--- src/rtl/accum_ctrl_pkg.sv ---
// ---------------------------------------------------------------------------
// coproc_accum_pkg
// Shared types and default geometry for the image coprocessor's
// row-accumulation path.
//   accum_state_t : sequencing states of accum_ctrl
//   IMG_COLS      : pixels per row (matches data_accum capacity)
//   IMG_ROWS      : rows per frame
//   PIX_W         : pixel width in bits
//   ROW_W         : width of one packed row as written to the row buffer
// ---------------------------------------------------------------------------
package coproc_accum_pkg;

    typedef enum logic [2:0] {
        IDLE  = 3'd0,
        CLEAR = 3'd1,
        ACCUM = 3'd2,
        WRITE = 3'd3,
        DONE  = 3'd4
    } accum_state_t;

    localparam int IMG_COLS = 256;
    localparam int IMG_ROWS = 256;
    localparam int PIX_W    = 12;
    localparam int ROW_W    = IMG_COLS * PIX_W;

endpackage

--- src/rtl/accum_ctrl_if.sv ---
// ---------------------------------------------------------------------------
// accum_ctrl_if
// Bundles the pixel handshake, the data_accum control strobes and the
// row-buffer write handshake that accum_ctrl sequences.
//   pix_valid   : source has a pixel
//   pix_ready   : controller accepts a pixel this cycle
//   accum_start : clears the data_accum row
//   accum_we    : data_accum write enable
//   col_cnt     : column of the current pixel
//   row_we      : row-buffer write request
//   row_addr    : row-buffer address
//   row_ack     : row buffer accepted the write
// Modports: master = the controller, slave = source / data_accum / row buffer.
// ---------------------------------------------------------------------------
interface accum_ctrl_if #(
    parameter int CW = 8,
    parameter int RW = 8
);
    logic          pix_valid;
    logic          pix_ready;
    logic          accum_start;
    logic          accum_we;
    logic [CW-1:0] col_cnt;
    logic          row_we;
    logic [RW-1:0] row_addr;
    logic          row_ack;

    modport master (
        input  pix_valid,
        input  row_ack,
        output pix_ready,
        output accum_start,
        output accum_we,
        output col_cnt,
        output row_we,
        output row_addr
    );

    modport slave (
        output pix_valid,
        output row_ack,
        input  pix_ready,
        input  accum_start,
        input  accum_we,
        input  col_cnt,
        input  row_we,
        input  row_addr
    );
endinterface

--- src/rtl/accum_ctrl.sv ---
// ---------------------------------------------------------------------------
// accum_ctrl
// Sequences data_accum through one frame: for each row it clears the
// accumulator, streams COLS pixels into it, then issues one row-buffer write
// and waits for its acknowledge. A one-cycle frame_done follows the last row.
// Ports:
//   clk, rst_n   : clock, asynchronous active-low reset
//   frame_start  : frame request, honoured only when idle
//   abort        : synchronous abort back to idle, counters cleared
//   bus          : pixel / data_accum / row-buffer signals (master side)
//   busy         : high whenever not idle
//   frame_done   : one-cycle pulse after the last row is acknowledged
// ---------------------------------------------------------------------------
module accum_ctrl
    import coproc_accum_pkg::*;
#(
    parameter int COLS = IMG_COLS,
    parameter int ROWS = IMG_ROWS,
    parameter int CW   = 8,
    parameter int RW   = 8
) (
    input  logic          clk,
    input  logic          rst_n,
    input  logic          frame_start,
    input  logic          abort,
    accum_ctrl_if.master  bus,
    output logic          busy,
    output logic          frame_done
);

    // Wrap points are explicit compares so non-power-of-2 geometries work.
    localparam logic [CW-1:0] COL_LAST = CW'(COLS - 1);
    localparam logic [RW-1:0] ROW_LAST = RW'(ROWS - 1);

    accum_state_t  state;
    accum_state_t  state_nxt;
    logic [CW-1:0] col_cnt;
    logic [RW-1:0] row_cnt;
    logic          pix_fire;

    // pix_ready is asserted for the whole ACCUM state, so a pixel is taken
    // whenever the source is valid there.
    assign pix_fire = (state == ACCUM) && bus.pix_valid;

    always_ff @(posedge clk or negedge rst_n) begin
        if (!rst_n) begin
            state <= IDLE;
        end else begin
            state <= state_nxt;
        end
    end

    always_comb begin
        state_nxt = state;
        if (abort) begin
            state_nxt = IDLE;
        end else begin
            case (state)
                IDLE:    if (frame_start) state_nxt = CLEAR;
                CLEAR:   state_nxt = ACCUM;
                ACCUM:   if (pix_fire && (col_cnt == COL_LAST)) state_nxt = WRITE;
                WRITE:   if (bus.row_ack) state_nxt = (row_cnt == ROW_LAST) ? DONE : CLEAR;
                DONE:    state_nxt = IDLE;
                default: state_nxt = IDLE;
            endcase
        end
    end

    // Column and row counters. row_cnt advances on the acknowledging edge so
    // row_addr stays stable for the whole write.
    always_ff @(posedge clk or negedge rst_n) begin
        if (!rst_n) begin
            col_cnt <= '0;
            row_cnt <= '0;
        end else if (abort) begin
            col_cnt <= '0;
            row_cnt <= '0;
        end else begin
            if (pix_fire) begin
                col_cnt <= (col_cnt == COL_LAST) ? '0 : col_cnt + CW'(1);
            end
            if (state == IDLE) begin
                row_cnt <= '0;
            end else if ((state == WRITE) && bus.row_ack && (row_cnt != ROW_LAST)) begin
                row_cnt <= row_cnt + RW'(1);
            end
        end
    end

    // Moore decode from the state register; accum_we alone follows pix_valid
    // combinationally so a pixel lands in data_accum on the accepting edge.
    always_comb begin
        bus.pix_ready   = 1'b0;
        bus.accum_start = 1'b0;
        bus.accum_we    = 1'b0;
        bus.row_we      = 1'b0;
        frame_done      = 1'b0;
        busy            = (state != IDLE);
        case (state)
            CLEAR: bus.accum_start = 1'b1;
            ACCUM: begin
                bus.pix_ready = 1'b1;
                bus.accum_we  = bus.pix_valid;
            end
            WRITE: bus.row_we = 1'b1;
            DONE:  frame_done = 1'b1;
            default: ;
        endcase
    end

    assign bus.col_cnt  = col_cnt;
    assign bus.row_addr = row_cnt;

endmodule

--- src/flat_wrapper.sv ---
// flat-port wrapper written by rule: the top's interface ports become plain ports
module accum_ctrl_flat import coproc_accum_pkg::*;
#(
    parameter int COLS = IMG_COLS,
    parameter int ROWS = IMG_ROWS,
    parameter int CW   = 8,
    parameter int RW   = 8
)
  (clk, rst_n, frame_start, abort, busy, frame_done, bus_pix_valid, bus_row_ack, bus_pix_ready, bus_accum_start, bus_accum_we, bus_col_cnt, bus_row_we, bus_row_addr);
  accum_ctrl_if #(.CW(CW), .RW(RW)) bus_i ();
  input  logic clk;
  input  logic rst_n;
  input  logic frame_start;
  input  logic abort;
  output logic busy;
  output logic frame_done;
  input wire logic [$bits(bus_i.pix_valid)-1:0] bus_pix_valid;
  input wire logic [$bits(bus_i.row_ack)-1:0] bus_row_ack;
  output wire logic [$bits(bus_i.pix_ready)-1:0] bus_pix_ready;
  output wire logic [$bits(bus_i.accum_start)-1:0] bus_accum_start;
  output wire logic [$bits(bus_i.accum_we)-1:0] bus_accum_we;
  output wire logic [$bits(bus_i.col_cnt)-1:0] bus_col_cnt;
  output wire logic [$bits(bus_i.row_we)-1:0] bus_row_we;
  output wire logic [$bits(bus_i.row_addr)-1:0] bus_row_addr;
  assign bus_i.pix_valid = bus_pix_valid;
  assign bus_i.row_ack = bus_row_ack;
  assign bus_pix_ready = bus_i.pix_ready;
  assign bus_accum_start = bus_i.accum_start;
  assign bus_accum_we = bus_i.accum_we;
  assign bus_col_cnt = bus_i.col_cnt;
  assign bus_row_we = bus_i.row_we;
  assign bus_row_addr = bus_i.row_addr;
  accum_ctrl #(.COLS(COLS), .ROWS(ROWS), .CW(CW), .RW(RW)) u_core (.clk(clk), .rst_n(rst_n), .frame_start(frame_start), .abort(abort), .bus(bus_i), .busy(busy), .frame_done(frame_done));
endmodule
--- config.mk ---
export PLATFORM = sky130hd
export DESIGN_NAME = accum_ctrl_flat
export DESIGN_NICKNAME = d
export VERILOG_FILES = /design/src/rtl/accum_ctrl_pkg.sv /design/src/rtl/accum_ctrl_if.sv /design/src/rtl/accum_ctrl.sv /design/src/flat_wrapper.sv
export SDC_FILE = /design/constraint.sdc
export NUM_CORES = 1
export LEC_CHECK = 0
export CORE_MARGIN = 2
export CORE_UTILIZATION = 46
export CTS_CLUSTER_SIZE = 8
export DETAILED_ROUTE_END_ITERATION = 8
export GPL_ROUTABILITY_DRIVEN = 0
export GPL_TIMING_DRIVEN = 1
export PLACE_DENSITY = 0.76
export SYNTH_ARGS = -nofsm -noshare
export SYNTH_HDL_FRONTEND = slang
export SYNTH_SLANG_ARGS = --single-unit
--- constraint.sdc ---
create_clock -name clk -period 2.9 [get_ports clk]
set_clock_uncertainty 0.2 [all_clocks]
set_input_delay 0.58 -clock clk [delete_from_list [all_inputs] [get_ports clk]]
set_output_delay 0.58 -clock clk [all_outputs]
set_load 0.05 [all_outputs]
==> results of run 1 <==
==> placed cells by master, fill, tap and decap left out, types with 2 or more instances in the layout <==
master           synthesis  final
xor2_1                   4      4
clkbuf_4                 0      3
nand2_1                  7      7
dfrtp_1                 19     19
o21ai_0                  2      2
nor3b_1                  3      3
nand3_1                  6      6
buf_4                    3      2
a21oi_1                  7      7
o21bai_1                 2      2
or4_1                    3      3
o31ai_1                  3      3
clkdlybuf4s50_1          0     25
nor2_1                  10     10
nand4_1                  4      4
inv_1                    3      3
xnor2_1                  3      3
or3_1                    2      2
ha_1                     2      2
==> routing by layer <==
metal	wire [um]	part of all wire, %	vias up	track usage [%]
li1	-	-	457	-
met1	1020	44	468	24.1
met2	1180	51	24	34.2
met3	106	4.6	4	3.43
met4	14	0.60	0	4.27
met5	0	0	-	0
==> sequential cells by signal (all words and copies together), names as in the netlist <==
register,count
u_core.bus.col_cnt,8
u_core.state,3
u_core.bus.row_addr,8
==> Yosys cell counts (2+ instances only) <==
cell       n  area share, %
inv_1      3            1.0
a21oi_1    7            3.2
o31ai_1    3            2.1
o21bai_1   2            1.4
nand2_1    7            2.4
o21ai_0    2           0.92
dfrtp_1   19             44
or4_1      3            2.1
nor2_1    10            3.4
or3_1      2            1.1
buf_6      2            2.1
xor2_1     4            3.2
nor3b_1    3            2.1
nand3_1    6            2.8
buf_4      3            2.1
clkbuf_1   2           0.69
nand4_1    4            2.3
xnor2_1    3            2.4
ha_1       2            2.3
==> power by group through the flow <==
stage	Clock, mW	Combinational, mW	Sequential (mW)
6_report	0.133	0.0945	0.281
5_1_grt	0.150	0.102	0.282
4_1_cts	0.137	0.0958	0.281
3_5_place_dp	0	0.0957	0.286
3_3_place_gp	0	0.0948	0.285
2_1_floorplan	0	0.0598	0.287
==> worst register-to-register path, cell delays in order (launching register included) <==
cell and delay, ps:
dfrtp_1 510, nor4bb_1 310, buf_4 220, nand2_2 100
o21ba_1 210, a311o_1 350
==> path summary, 6_finish.rpt <==
path | depth (start not counted) | end | slack, ps | from
max | 3 | bus_accum_start | 220 | u_core.state[1]
min in group asynchronous | 2 | u_core.bus.col_cnt[3] | 410 | rst_n
max reg2reg | 5 | u_core.bus.col_cnt[5] | 880 | u_core.state[0]
min | 2 | u_core.bus.row_addr[1] | 380 | u_core.bus.row_addr[1]
max in group asynchronous | 2 | u_core.state[2] | 1880 | rst_n
min reg2reg | 2 | u_core.bus.row_addr[1] | 380 | u_core.bus.row_addr[1]
==> stage by stage <==
step / hold WS [ps] / instances / power (mW) / cell area (sq um) / worst slack, ps
CTS: 383 / 164 / 0.514 / 1400 / 141
global placement: 353 / 160 / 0.380 / 1370 / 427
floorplan: 84.4 / 110 / 0.346 / 1090 / 397
global route: 408 / 164 / 0.535 / 1400 / 94.0
finish: 378 / 164 / 0.508 / 1400 / 224
detailed placement: 364 / 160 / 0.381 / 1370 / 384
==> cell families (layout without fill, tap and decap cells) <==
logic type	Yosys count	in the layout
adders and majority gates	2	2
buffers and inverters	10	36
xor gates and xnor gates	7	7
DFF	19	19
muxes	1	1
and+or+nand+nor	47	47
AOI/OAI and AO/OA	24	24
==> layout make-up <==
type | instances | area, sq um | share of cell area [%]
well taps | 28 | 35.0 | 2.50
clock buffers | 3 | 22.5 | 1.61
inverters | 3 | 11.3 | 0.805
clock inverters | 1 | 5.00 | 0.358
repair buffers | 29 | 298 | 21.3
multi-input cells | 81 | 552 | 39.4
flip-flops and latches | 19 | 475 | 34.0
==> flow_summary_export.csv, run 1 <==
group,metric,value,unit
worst_setup_path,critPathKind,"reg2out",
placement,dp_hpwl,1660,um
worst_setup_path,cp_max_fo,10,
power,p_per_area,363,nW/um^2
detailed_routing,drc_errors,0,
final_layout,syn2layout_area_growth,28.2,%
floorplanning,rows,17,
detailed_routing,routedWlPerCell,14.1,um
synth,synth-compound-area-share,15.7,%
synth,synth_top_family_by_area,"simple AND/OR/NAND/NOR gates",
worst_setup_path,cp_slowest_cell,"clkdlybuf4s50_1",
clocking,post_cts_resized,0,
timing,post-route-period-util,92.3,%
power,ir_drop,0.000288,V
worst_setup_path,end_kind,"output port",
grt,grt_pass1_vias,902,
synth,syn_nets,118,
outcome,status,"complete, no violations",
floorplanning,initial_utilization,48.9,%
clocking,cts.path.max_buffers,2,
synth,yosys_warnings,0,
final_layout,fin_util,62.6,%
grt,grt_max_degree,20,
synth,syn_area,1090,sq um
timing,fin_crit,2680,ps
clocking,cts_buffers,3,
power,p_int,357,uW
timing,max_slew.worst_pin.slew,496,ps
flow_run,drv_cap,0,
power,seqPwrFrac,55.3,%
clocking,post_cts_buffers,0,
worst_setup_path,arrival,1900,ps
detailed_routing,wl,2320,um
clocking,hold_buffers,0,
floorplanning,fp.dieArea,2780,sq um
grt,antenna_found_initial,0,
clocking,path_clk_slew,110,ps
timing,slew_viol_final,0,
clocking,insertion_delay,290,ps
worst_hold_path,hold_class,"reg2reg",
worst_setup_path,startpoint_type,"flip-flop",
synth,synth-seq-cells,19,
floorplanning,num_io_pins,28,
worst_setup_path,cp.required,2120,ps
power,switching_share,29.8,%
final_layout,drive_gt1_share,8.82,%
timing,rsz0062_at_grt,"false",
clocking,cts-root-buf,"clkbuf_4",
synth,async_flop_share,100,%
timing,hold_viol,0,
grt,grt_pass1_wl,3970,um
synth,synthCells,110,
synth,synth_cell_type_count,42,
worst_setup_path,slowest_delay,800,ps
worst_setup_path,critPathTopFamily,"buffers and inverters",
synth,synth-xor-area-share,5.62,%
detailed_routing,avgViaCountPerCell,5.81,
synth,avgSynthCellArea,9.92,sq um
detailed_routing,vias,953,
power,leakage,0.585,nW
synth,synth_edf_count,0,
synth,muxShareOfSynthArea,0.917,%
floorplanning,die_y,52.7,um
synth,yosys.area_share.adder,2.29,%
final_layout,diodes,0,
worst_setup_path,critical_path_buf_inv_count,1,
power,p_switching,152,uW
timing,finalSetupViolations,0,
synth,yosys.area_share.simple,26.0,%
floorplanning,core,2230,sq um
timing,tns,0,ps
placement,portBuffers,27,
grt,grt_util_all_layers,19.2,%
detailed_routing,drt_pass1_iterations,4,
timing,slew_headroom,66.0,%
power,combPwrFrac,18.6,%
clocking,tritoncts,"done",
floorplanning,die_x,52.7,um
worst_setup_path,crit_chain,"nand2b_1 > nor2_1 > clkdlybuf4s50_1",
grt,grt_overflow_total,0,
detailed_routing,drt_iter0_drc,8,
power,clkPwrFrac,26.2,%
synth,ys.flop_type,"dfrtp_1",
clocking,cts.sinks,19,
final_layout,fin_nets,145,
detailed_routing,drtAntennaViolNets,0,
timing,fmaxAchievable,374,MHz
final_layout,n_fill_cell,199,
synth,ys_seq_area_share,43.6,%
clocking,cts_htree_levels,1,
No activity file was read; power rests on OpenSTA's default activity.
==> run 2, diff against run 1 <==
- CORE_UTILIZATION: 46 -> 43
- PLACE_DENSITY: 0.76 -> 0.74
- clock period: 2.9 -> 2.2 ns (I/O delays scaled with it)
==> run 2 against run 1 <==
  * Register-to-register slack worse by 670 ps
  * Total power rose by 36%
  * Hold slack got worse by 110 ps
  * Combinational power rose by 58%
  * Sequential power rose by 32%
  * Critical path depth is 1 higher
  * Worst setup slack lost 150 ps
  * Final cell count is 6.7% higher
  * First-iteration DRC count is 50% higher
  * Die area increased by 6.4%
  * Global-route usage fell by 0.73 points
  * Via count up 1.7%
  * Largest power group unchanged
==> flow_summary_export.csv, run 2 (synthesis gave the netlist of run 1 again) <==
group,metric,value,unit
timing,hold_viol,0,
worst_setup_path,r2r_cells,6,
worst_hold_path,hold_class,"in2async",
power,switching_share,29.2,%
grt,grt_pass1_vias,857,
power,power.total,691,uW
detailed_routing,drtAntennaViolNets,0,
final_layout,fin_util,62.3,%
worst_setup_path,r2r_slack,210,ps
worst_setup_path,crit_chain,"nor4bb_2 > buf_4 > buf_12 > buf_12",
clocking,cts.path.max_buffers,2,
detailed_routing,drt_iter0_drc,12,
grt,grt_overflow_total,0,
placement,portBuffers,27,
power,seqPwrFrac,53.6,%
detailed_routing,drc_errors,0,
grt,grt_util_all_layers,18.5,%
timing,slew_headroom,67.5,%
worst_setup_path,arrival,1480,ps
worst_setup_path,critical_path_buf_inv_count,3,
worst_setup_path,cp.required,1560,ps
final_layout,final_common_cell,"buf_4",
final_layout,fin_nets,154,
worst_setup_path,rr_endpoint,"u_core.bus.col_cnt[5]",
detailed_routing,drt_pass1_iterations,4,
timing,fmaxAchievable,471,MHz
placement,dpl_cell_area,1460,sq um
worst_setup_path,startpoint_type,"flip-flop",
grt,antenna_found_initial,0,
floorplanning,die_y,54.4,um
clocking,insertion_delay,290,ps
outcome,status,"complete, no violations",
placement,place_ws,-116,ps
clocking,cts_htree_levels,1,
detailed_routing,vias,969,
timing,fin_ws,76.9,ps
clocking,hold_buffers,0,
worst_setup_path,critPathKind,"reg2out",
final_layout,drive_gt1_share,29.0,%
grt,grt_max_degree,20,
power,p_int,489,uW
worst_setup_path,cp_slowest_cell,"dfrtp_1",
detailed_routing,routedWlPerCell,13.6,um
worst_setup_path,end_kind,"output port",
final_layout,layout_common_cells,"buf_4 (22), dfrtp_1 (17), nor2_1 (10)",
detailed_routing,avgViaCountPerCell,5.54,
floorplanning,rows,18,
grt,grt_pass1_wl,3970,um
worst_setup_path,reg2reg_from,"u_core.state[2]",
timing,whs,270,ps
worst_setup_path,crit_path_frequent_cell,"buf_12",
floorplanning,die_x,54.4,um
final_layout,diodes,0,
power,clkPwrFrac,24.7,%
timing,rsz0062_at_grt,"false",
timing,max_slew.worst_pin.slew,476,ps
power,combPwrFrac,21.6,%
placement,dp_hpwl,1800,um
worst_setup_path,critPathTopFamily,"flip-flops",
clocking,cts.sinks,19,
floorplanning,num_io_pins,28,
floorplanning,fp.dieArea,2960,sq um
floorplanning,core,2430,sq um
clocking,cts-root-buf,"clkbuf_4",
power,leakage,0.742,nW
timing,slew_viol_final,0,
worst_setup_path,crit_cells,4,
worst_setup_path,cp_max_fo,9,
timing,finalSetupViolations,0,
clocking,tritoncts,"done",
power,p_per_area,456,nW/um^2
final_layout,syn2layout_area_growth,38.9,%
detailed_routing,wl,2380,um
floorplanning,initial_utilization,44.9,%
power,p_switching,202,uW
clocking,path_clk_slew,110,ps
flow_run,drv_cap,0,
timing,post-route-period-util,96.5,%
worst_setup_path,timing.critical_path.from,"u_core.state[2]",
clocking,cts_buffers,3,
worst_setup_path,slowest_delay,500,ps
final_layout,postLayoutCellArea,1520,sq um
power,ir_drop,0.000350,V
timing,fin_crit,2120,ps
[run 2: cell count changes in the layout (fill, tap and decap cells not counted)]
cell,change
clkdlybuf4s50_1,-21
buf_4,+20
buf_12,+5
dlymetal6s2s_1,+3
dfrtp_1,-2
dfrtp_2,+2
dlygate4sd2_1,+2
nor3b_1,-2
nor3b_2,+2
nor4bb_1,-1
nor4bb_2,+1
[run 2: power by group through the flow]
stage / Clock [mW] / Combinational [mW] / Sequential [mW]
2_1_floorplan: 0 / 0.0803 / 0.378
3_3_place_gp: 0 / 0.148 / 0.376
3_5_place_dp: 0 / 0.149 / 0.376
4_1_cts: 0.179 / 0.151 / 0.370
5_1_grt: 0.195 / 0.161 / 0.372
6_report: 0.171 / 0.149 / 0.371
[run 2: how the worst max path moves through the flow]
stage	endpoint
finish	bus_accum_we
CTS	bus_col_cnt[1]
floorplan	u_core.bus.row_addr[3]
detailed placement	u_core.bus.row_addr[7]
global placement	u_core.bus.col_cnt[5]
global route	bus_accum_we
[run 2: area by class of cell]
class                           instances  area [sq um]
Clock inverter                          1          5.00
Clock buffer                            3          22.5
Multi-Input combinational cell         81           568
Tap cell                               30          37.5
Inverter                                3          11.3
Sequential cell                        19           478
Fill cell                             207           917
Timing Repair Buffer                   38           393
[run 2: repair_timing]
item	4_1_cts	5_1_grt
buffers inserted	1	0
resized for setup	3	6
setup endpoints to repair	2	5
[run 2: routing by layer]
metal	track usage (%)	part of all wire [%]
met1	24.4	45
met5	0	0
met4	5.00	0.55
met3	3.01	5.3
met2	31.3	49
[run 2: worst reg2reg max path, delay by kind of cell, from the launching register on]
family | cells | cell delay [ps]
AO/OA/AOI/OAI | 2 | 540
AND/OR/NAND/NOR | 2 | 360
buffers and inverters | 2 | 290
flip-flops | 1 | 500
[run 2: through the flow]
step	cells	TNS, ps
detailed placement	170	-625
floorplan	110	0
global placement	170	-493
global route	175	0
finish	175	0
CTS	175	0
